### src/rtl/wave_seq_ctrl.sv
// ---------------------------------------------------------------------------
// wave_seq_ctrl
//   Command-driven sequencer for the waveform datapath. One command (shape,
//   lo/hi limits, step, period count) is taken over a valid/ready handshake.
//   The block then steps `wave` between the limits, pulses `period_tick` at
//   the end of every period and `done` when the command ends.
//
//   Shapes: 00 triangle, 01 saw-up, 10 square, 11 reserved (rejected).
//   For triangle/saw, the first sample after accept is lo. For square, the
//   first sample is hi, so the high half-period is exactly `step` samples.
//
// Ports
//   clk, rst_n     clock, asynchronous active-low reset
//   cmd_valid/_ready  command handshake (ready only in IDLE)
//   cmd_shape, cmd_lo, cmd_hi, cmd_step, cmd_periods  command fields
//                  (cmd_periods == 0 runs until abort)
//   abort          end the running command, wave frozen at its current value
//   pause          (only with WAVE_SEQ_PAUSE_EN) freeze state, wave, counters
//   wave           waveform sample
//   busy           any state other than IDLE
//   period_tick    1-cycle pulse per completed period
//   done           1-cycle pulse when a command ends
//   cmd_err        1-cycle pulse when a command is rejected
//
// Configuration macro: WAVE_SEQ_PAUSE_EN adds the `pause` input.
// ---------------------------------------------------------------------------
module wave_seq_ctrl #(
  parameter int WIDTH = 5,
  parameter int CNT_W = 8
) (
  input  logic             clk,
  input  logic             rst_n,
  input  logic             cmd_valid,
  output logic             cmd_ready,
  input  logic [1:0]       cmd_shape,
  input  logic [WIDTH-1:0] cmd_lo,
  input  logic [WIDTH-1:0] cmd_hi,
  input  logic [WIDTH-1:0] cmd_step,
  input  logic [CNT_W-1:0] cmd_periods,
  input  logic             abort,
`ifdef WAVE_SEQ_PAUSE_EN
  input  logic             pause,
`endif
  output logic [WIDTH-1:0] wave,
  output logic             busy,
  output logic             period_tick,
  output logic             done,
  output logic             cmd_err
);

  typedef enum logic [2:0] {
    S_IDLE, S_UP, S_DOWN, S_WRAP, S_SQ_HI, S_SQ_LO, S_FINISH
  } state_t;

  localparam logic [1:0] SHAPE_SAW = 2'b01;
  localparam logic [1:0] SHAPE_SQ  = 2'b10;
  localparam logic [1:0] SHAPE_RSV = 2'b11;

  state_t             state_q, state_n;
  logic [WIDTH-1:0]   wave_q, wave_n;
  logic [WIDTH-1:0]   lo_q, hi_q, step_q;
  logic               saw_q;
  logic [CNT_W-1:0]   periods_q;
  logic [CNT_W-1:0]   cnt_q, cnt_n;
  logic [WIDTH-1:0]   sq_q, sq_n;      // clocks spent in current square half
  logic               tick_q, tick_n;
  logic               err_q, err_n;
  logic               latch_cmd;
  logic               period_end;
  logic               hold;

  // Limit arithmetic is one bit wider so lo+step / wave+step never wrap.
  logic [WIDTH:0]     up_sum, dn_thr;
  logic [CNT_W-1:0]   cnt_inc;
  logic               last_period;
  logic               cmd_bad;

`ifdef WAVE_SEQ_PAUSE_EN
  assign hold = pause;
`else
  assign hold = 1'b0;
`endif

  assign up_sum      = {1'b0, wave_q} + {1'b0, step_q};
  assign dn_thr      = {1'b0, lo_q} + {1'b0, step_q};
  // Saturating period counter: continuous mode keeps ticking without wrap.
  assign cnt_inc     = (cnt_q == '1) ? cnt_q : cnt_q + 1'b1;
  assign last_period = (periods_q != '0) && (cnt_inc == periods_q);
  assign cmd_bad     = (cmd_lo >= cmd_hi) || (cmd_step == '0) ||
                       (cmd_shape == SHAPE_RSV);

  always_comb begin
    // NOTE: every combinational output gets a default first so no path
    // through the case statements can infer a latch.
    state_n    = state_q;
    wave_n     = wave_q;
    cnt_n      = cnt_q;
    sq_n       = sq_q;
    tick_n     = 1'b0;
    err_n      = 1'b0;
    latch_cmd  = 1'b0;
    period_end = 1'b0;

    unique case (state_q)
      S_IDLE: begin
        if (cmd_valid) begin
          if (cmd_bad) begin
            err_n = 1'b1;
          end else begin
            latch_cmd = 1'b1;
            cnt_n     = '0;
            sq_n      = {{(WIDTH-1){1'b0}}, 1'b1};
            if (cmd_shape == SHAPE_SQ) begin
              state_n = S_SQ_HI;
              wave_n  = cmd_hi;
            end else begin
              state_n = S_UP;
              wave_n  = cmd_lo;
            end
          end
        end
      end

      S_FINISH: state_n = S_IDLE;

      default: begin
        // Abort wins over pause and over a same-cycle period end.
        if (abort) begin
          state_n = S_FINISH;
        end else if (!hold) begin
          unique case (state_q)
            S_UP: begin
              if (up_sum >= {1'b0, hi_q}) begin
                wave_n  = hi_q;
                state_n = saw_q ? S_WRAP : S_DOWN;
              end else begin
                wave_n = up_sum[WIDTH-1:0];
              end
            end
            S_DOWN: begin
              if ({1'b0, wave_q} <= dn_thr) begin
                wave_n     = lo_q;
                state_n    = S_UP;
                period_end = 1'b1;
              end else begin
                wave_n = wave_q - step_q;
              end
            end
            S_WRAP: begin
              wave_n     = lo_q;
              state_n    = S_UP;
              period_end = 1'b1;
            end
            S_SQ_HI: begin
              if (sq_q == step_q) begin
                wave_n  = lo_q;
                state_n = S_SQ_LO;
                sq_n    = {{(WIDTH-1){1'b0}}, 1'b1};
              end else begin
                sq_n = sq_q + 1'b1;
              end
            end
            S_SQ_LO: begin
              if (sq_q == step_q) begin
                wave_n     = hi_q;
                state_n    = S_SQ_HI;
                sq_n       = {{(WIDTH-1){1'b0}}, 1'b1};
                period_end = 1'b1;
              end else begin
                sq_n = sq_q + 1'b1;
              end
            end
            default: state_n = S_IDLE;
          endcase

          if (period_end) begin
            tick_n = 1'b1;
            cnt_n  = cnt_inc;
            if (last_period) begin
              state_n = S_FINISH;
              wave_n  = lo_q;
            end
          end
        end
      end
    endcase
  end

  always_ff @(posedge clk or negedge rst_n) begin
    if (!rst_n) begin
      state_q   <= S_IDLE;
      wave_q    <= '0;
      lo_q      <= '0;
      hi_q      <= '0;
      step_q    <= '0;
      saw_q     <= 1'b0;
      periods_q <= '0;
      cnt_q     <= '0;
      sq_q      <= '0;
      tick_q    <= 1'b0;
      err_q     <= 1'b0;
    end else begin
      // NOTE: non-blocking assignments so every register samples the values
      // from before this edge, independent of statement order.
      state_q <= state_n;
      wave_q  <= wave_n;
      cnt_q   <= cnt_n;
      sq_q    <= sq_n;
      tick_q  <= tick_n;
      err_q   <= err_n;
      if (latch_cmd) begin
        lo_q      <= cmd_lo;
        hi_q      <= cmd_hi;
        step_q    <= cmd_step;
        saw_q     <= (cmd_shape == SHAPE_SAW);
        periods_q <= cmd_periods;
      end
    end
  end

  assign wave        = wave_q;
  assign cmd_ready   = (state_q == S_IDLE);
  assign busy        = (state_q != S_IDLE);
  assign period_tick = tick_q;
  assign done        = (state_q == S_FINISH);
  assign cmd_err     = err_q;

endmodule

### config.mk
export PLATFORM = sky130hd
export DESIGN_NAME = wave_seq_ctrl
export DESIGN_NICKNAME = d
export VERILOG_FILES = /design/src/rtl/wave_seq_ctrl.sv
export SDC_FILE = /design/constraint.sdc
export NUM_CORES = 1
export LEC_CHECK = 0
export BUFFER_PORTS_ARGS = -buffer_cell sky130_fd_sc_hd__buf_2
export CAP_MARGIN = 20
export CORE_AREA = 2 2 107 88
export DETAILED_ROUTE_END_ITERATION = 8
export DIE_AREA = 0 0 109 90
export PLACE_DENSITY = 0.72
export SLEW_MARGIN = 30
export SYNTH_ARGS = -nofsm -noshare
export SYNTH_HDL_FRONTEND = slang
export SYNTH_SLANG_ARGS = --single-unit
### constraint.sdc
create_clock -name clk -period 4.55 [get_ports clk]
set_input_delay 1.365 -clock clk [delete_from_list [all_inputs] [get_ports clk]]
set_output_delay 1.365 -clock clk [all_outputs]
set_load 0.05 [all_outputs]
Word-level counts from Yosys, hierarchy flattened
Index checks and enable logic that the tools add are counted.
{"block": "word_totals", "ff_bits": 47, "output_inout_bits": 10}
{"block": "classes", "addsub": 5, "n_lt_le_gt_ge": 3, "n_eq_ne": 15, "n_mux": 51, "bitwise_logic": 1, "n_reduce_logical": 15}
{"operator": "5-bit 2-to-1 mux", "n": 15}
{"operator": "8-bit 2-to-1 mux", "n": 5}
{"operator": "3-bit 2-to-1 mux", "n": 10}
{"operator": "5-bit one-hot mux with 5 select lines", "n": 1}
{"operator": "5-bit one-hot mux with 2 select lines", "n": 2}
{"operator": "8-bit one-hot mux with 2 select lines", "n": 1}
{"operator": "3-bit one-hot mux with 5 select lines", "n": 1}
{"operator": "1-bit 2-to-1 mux", "n": 14}
{"operator": "5-bit by 5-bit adder with 6-bit output", "n": 2}
{"operator": "5-bit AND reduction", "n": 2}
{"operator": "3-bit equality test (second input constant)", "n": 3}
{"operator": "8-bit by 1-bit adder with 8-bit output (second input constant)", "n": 1}
{"operator": "8-bit equality test", "n": 1}
{"operator": "8-bit equality test (second input constant)", "n": 1}
{"operator": "8-bit nonzero test", "n": 1}
{"operator": "3-bit by 2-bit equality test with 1-bit output (second input constant)", "n": 2}
{"operator": "6-bit by 5-bit >= comparator with 1-bit output", "n": 1}
{"operator": "5-bit by 6-bit <= comparator with 1-bit output", "n": 1}
{"operator": "2-bit != test (second input constant)", "n": 3}
{"operator": "3-bit one-hot mux with 2 select lines", "n": 1}
{"operator": "5-bit by 1-bit adder with 5-bit output (second input constant)", "n": 1}
{"operator": "5-bit equality test", "n": 1}
{"operator": "5-bit >= comparator", "n": 1}
{"operator": "5-bit zero test", "n": 1}
{"operator": "14 further kinds", "n": 18}

Logic depth before layout (Yosys ltp)
{"block": "depth", "ltp_word": 9, "depth_mapped": 14, "depth_no_buf": 14}

Least setup slack after synthesis
No wires, ideal clock.
{"block": "synth_path", "path_type": "input to register", "startpoint": "in cmd_lo[0]", "endpoint": "reg lo_q[0]", "setup_time_ns": 0.125, "arrival_time_ns": 3.351, "required_ns": 4.425, "path_slack_ns": 1.074, "stages": 9, "cell_sequence": "inv_1 ha_1 nand2b_1 a21o_1 a211o_1 a21oi_1 clkbuf_1 buf_2 mux2_2"}
{"block": "synth_via", "elab_chain_len": 6}
{"element": "start, declared", "line": "36", "source": "input logic [WIDTH-1:0] cmd_lo,"}
{"element": "5-bit >= comparator", "line": "89", "source": "assign cmd_bad = (cmd_lo >= cmd_hi) || (cmd_step == '0) ||"}
{"element": "1-bit logical OR (2 in series)", "line": "89"}
{"element": "1-bit 2-to-1 mux", "line": "107", "source": "if (cmd_bad) begin"}
{"element": "1-bit 2-to-1 mux", "line": "106", "source": "if (cmd_valid) begin"}
{"element": "1-bit 2-to-1 mux", "line": "104", "source": "unique case (state_q)"}
{"element": "end signal, assigned", "line": "212", "source": "lo_q <= cmd_lo;"}
{"element": "end, declared", "line": "61", "source": "logic [WIDTH-1:0] lo_q, hi_q, step_q;"}
Several ways; a longest one is shown, not always the timed one.
A chain may end at the register's enable or synchronous reset.

Final worst setup path
{"block": "layout_path", "startpoint": "reg lo_q[0]", "endpoint": "reg wave_q[4], in the netlist wave[4]"}
{"block": "layout_via", "elab_chain_len": 9, "elab_cells_between_ends": 12, "classes_between": "1 x add/sub; 1 x order compare; 10 x mux"}
{"element": "5-bit by 5-bit adder with 6-bit output *", "line": "85", "source": "assign dn_thr = {1'b0, lo_q} + {1'b0, step_q};"}
{"element": "5-bit by 6-bit <= comparator with 1-bit output *", "line": "141", "source": "if ({1'b0, wave_q} <= dn_thr) begin"}
{"element": "1-bit 2-to-1 mux", "line": "141"}
{"element": "1-bit one-hot mux with 3 select lines", "line": "131", "source": "unique case (state_q)"}
{"element": "1-bit 2-to-1 mux", "line": "128", "source": "if (abort) begin"}
{"element": "1-bit 2-to-1 mux", "line": "104"}
{"element": "5-bit 2-to-1 mux *", "line": "176", "source": "if (period_end) begin"}
{"element": "5-bit 2-to-1 mux *", "line": "128"}
{"element": "5-bit one-hot mux with 2 select lines *", "line": "104"}
{"element": "end signal, assigned", "line": "206", "source": "wave_q <= wave_n;"}
{"element": "end, declared", "line": "60", "source": "logic [WIDTH-1:0] wave_q, wave_n;"}
Mark *: on every way between the ends. The rest lies on a longest branch, timed or not. The select of a mux whose other input is x is not followed.

==> results.txt <==
Outcome - completed
Async SR Flop Fraction - 1.00
Post-DR vias/cell - 5.97
Core Box Area - 0.00880 sq mm
Worst slew margin - 0.561
Synth unique cells - 78
DRT antenna net count - 0
Seq cells post-synth - 47
Initial core utilization - 0.435
Die area - 0.00981 sq mm
Post-detail-place hpwl - 7700 um
Post-synthesis sequential area ratio - 0.307
Minimum clock period - 3.86 ns
CTS tree - built
Critical-path cell list - ha_1, fa_1, a21o_1, a21oi_1, xor2_1, ha_1, nand4_1, o221ai_1, a211oi_2, o22ai_1, and2_2, o41ai_1, a22oi_2
Crit-path slowest cell - a211oi_2
Critical path class - reg -> reg
Clock Path Buffers - 2
Area share of the leading cell type in the synthesized netlist - 0.307
I/O pin count - 39
Via count - 3427
Utilization after layout - 0.478
Antenna violations before repair - 0
Pin count of the biggest net entering global routing - 48
Row count - 31
Vias in the first global route - 3405
Post-synthesis mux area share - 0.0575
Post-synth EDFFs - 0
Layout cells sized above 1 - 0.194
Worst min-delay path category - reg -> reg
Sw Pwr - 1.82 mW
Final layout net count - 521
Area contributors post-synth - dfrtp_1 31%, ha_1 10%, mux2_2 4.7%
Compound-Gate Fraction of Synth Area - 0.226
H-tree depth - 2
Max incr delay on CP - 0.50 ns
Most frequent cells in the layout - 47 x dfrtp_1, 37 x buf_2, 32 x inv_1, 32 x nand2_1, 31 x ha_1
Synth area leader - dfrtp_1
Commonest non-fill, non-tap cell in the layout - dfrtp_1
Max cap viols - 0
Fmax - 259 MHz
Clock Sinks - 47
Synth Area in Adders - 0.117
Post-CTS Hold Buffers - 0
Simple-gate area share of the yosys netlist - 0.188
Post_cts resized - 0
Final Cycle Share - 0.848
Synth Area in XOR/XNOR - 0.0480
Syn_nets - 484
Crit path DAT - 4.04 ns
Multi-input gate area - 0.00245 sq mm
Seq pwr share - 0.242
Die W - 109 um
Total CTS buffers - 5
DR pass1 iterations - 5
Slew Limit Fails - 0
FILL cells - 844
Worst vdd ir - 0.000361 V
Mapped Area - 0.00383 sq mm
Comb power frac - 0.681
Later-pin clock latency in the skew report - 0.30 ns
Largest family of logic cells by synthesized area - compound AO/OA/AOI/OAI gates
PortBufs - 38
Static Leakage - 1.96 nW
Post-Syn Instances - 421
Routed WL per cell - 17.4 um
Max FO, Critical Path - 7
Final Wtd Congestion - 0.977
Final hold vios - 0
Die Y - 90 um
Top cell by count, worst path - ha_1
Number of endpoints failing setup at the final stage - 0
Power Density - 831 mW/mm^2
Post-CTS setup buffer count - 0
Setup TNS - 0 ns
Initial drt markers - 234
Worst-Margin Slew - 0.650 ns
Final wirelength - 9990 um
RSZ-0062 raised after global routing - no
CTS clk-pin slew, worst paths - 0.10 ns
Clk pwr share - 0.077
Hold path depth - 1
Register area - 0.00118 sq mm
Worst Skew - 0.0142 ns
Area delta synth->final - 9.93%
Reg2reg path depth - 13
Internal power - 1.68 mW
Worst EP required - 4.73 ns
CP Capture Type - register
Yosys Warn Count - 0
First-pass GRT wire length - 16800 um
DRC viols - 0
Ant. Diodes - 0
CTS Root Cell - clkbuf_8
GRT overflow - 0
Gr usage total - 0.214
Crit path launch type - register
Switching Fraction - 0.519
Commonest register cell after synthesis - dfrtp_1
Avg Inst Size Synth - 9.09 sq um
-- cells in the mapped netlist (all sizes together), types with 6 or more instances --
cell type	number
mux2	16
inv	35
nand3	15
o21ai	27
a21o	11
o211ai	7
xnor2	10
ha	31
xor2	11
nor3	6
nand2	33
nor2	27
nor2b	6
and3	8
clkbuf	6
dfrtp	47
nand4	7
a21oi	24
o22ai	6
-- cell type report --
type | instances | share of cell area
multi-input combinational | 328 | 0.581
sequential | 47 | 0.279
timing repair buffer | 41 | 0.0511
tap | 115 | 0.0342
inverter | 35 | 0.0312
clock buffer | 7 | 0.0205
clock inverter | 1 | 0.00208
-- state kept, by name (all words and copies together), names as in the netlist --
name	cells
lo_q	5
periods_q	8
hi_q	5
sq_q	5
step_q	5
cnt_q	8
saw_q	1
cmd_err	1
period_tick	1
state_q	3
wave	5
-- cells by family (layout without fill, tap and decap cells) --
group / Yosys count / count (layout)
AOI/OAI and AO/OA: 123 / 123
xor gates and xnor gates: 21 / 21
adders and majority gates: 34 / 34
buffers and inverters: 46 / 84
DFF: 47 / 47
muxes: 20 / 20
and+or+nand+nor: 130 / 130
-- metrics by stage --
step                      area (sq um)  hold slack, ns  setup WS (ns)  power, mW  cells
after detailed placement          4110           0.496          0.763       3.19    566
final                             4210           0.515          0.691       3.50    574
after floorplan                   3830           0.465           1.07       2.64    421
after global routing              4210           0.528          0.491       3.83    574
after CTS                         4210           0.515          0.792       3.47    574
after global placement            4110           0.485          0.871       3.12    566
-- layer usage --
metal	wire length, um	GRT usage
met5	0	0
met4	214	0.0630
met3	756	0.0399
met2	4360	0.328
met1	4660	0.305
-- power by group through the flow --
stage / Sequential (mW) / Clock (mW) / Combinational, mW
2_1_floorplan: 0.834 / 0 / 1.81
3_3_place_gp: 0.842 / 0 / 2.27
3_5_place_dp: 0.845 / 0 / 2.34
4_1_cts: 0.840 / 0.273 / 2.35
5_1_grt: 0.877 / 0.291 / 2.67
6_report: 0.847 / 0.269 / 2.38
-- worst max-delay path, delay by kind of cell (launching register included) --
kind	cells	cell delay, ns
compound gates	7	1.79
xor+xnor	1	0.18
fa+ha+maj	3	0.93
flops	1	0.44
simple gates	2	0.41
-- final timing paths --
kind,startpoint,end,slack (ns)
worst max-delay path,lo_q[0]$_DFFE_PN0P_,wave[4]$_DFFE_PN0P_,0.69
worst min-delay path,sq_q[4]$_DFFE_PN0P_,sq_q[4]$_DFFE_PN0P_,0.51
worst max register to register,lo_q[0]$_DFFE_PN0P_,wave[4]$_DFFE_PN0P_,0.69
worst min register to register,sq_q[4]$_DFFE_PN0P_,sq_q[4]$_DFFE_PN0P_,0.51
max in group asynchronous,rst_n,cnt_q[7]$_DFFE_PN0P_,3.06
min in group asynchronous,rst_n,lo_q[0]$_DFFE_PN0P_,1.07
No activity file was read; power rests on OpenSTA's default activity.
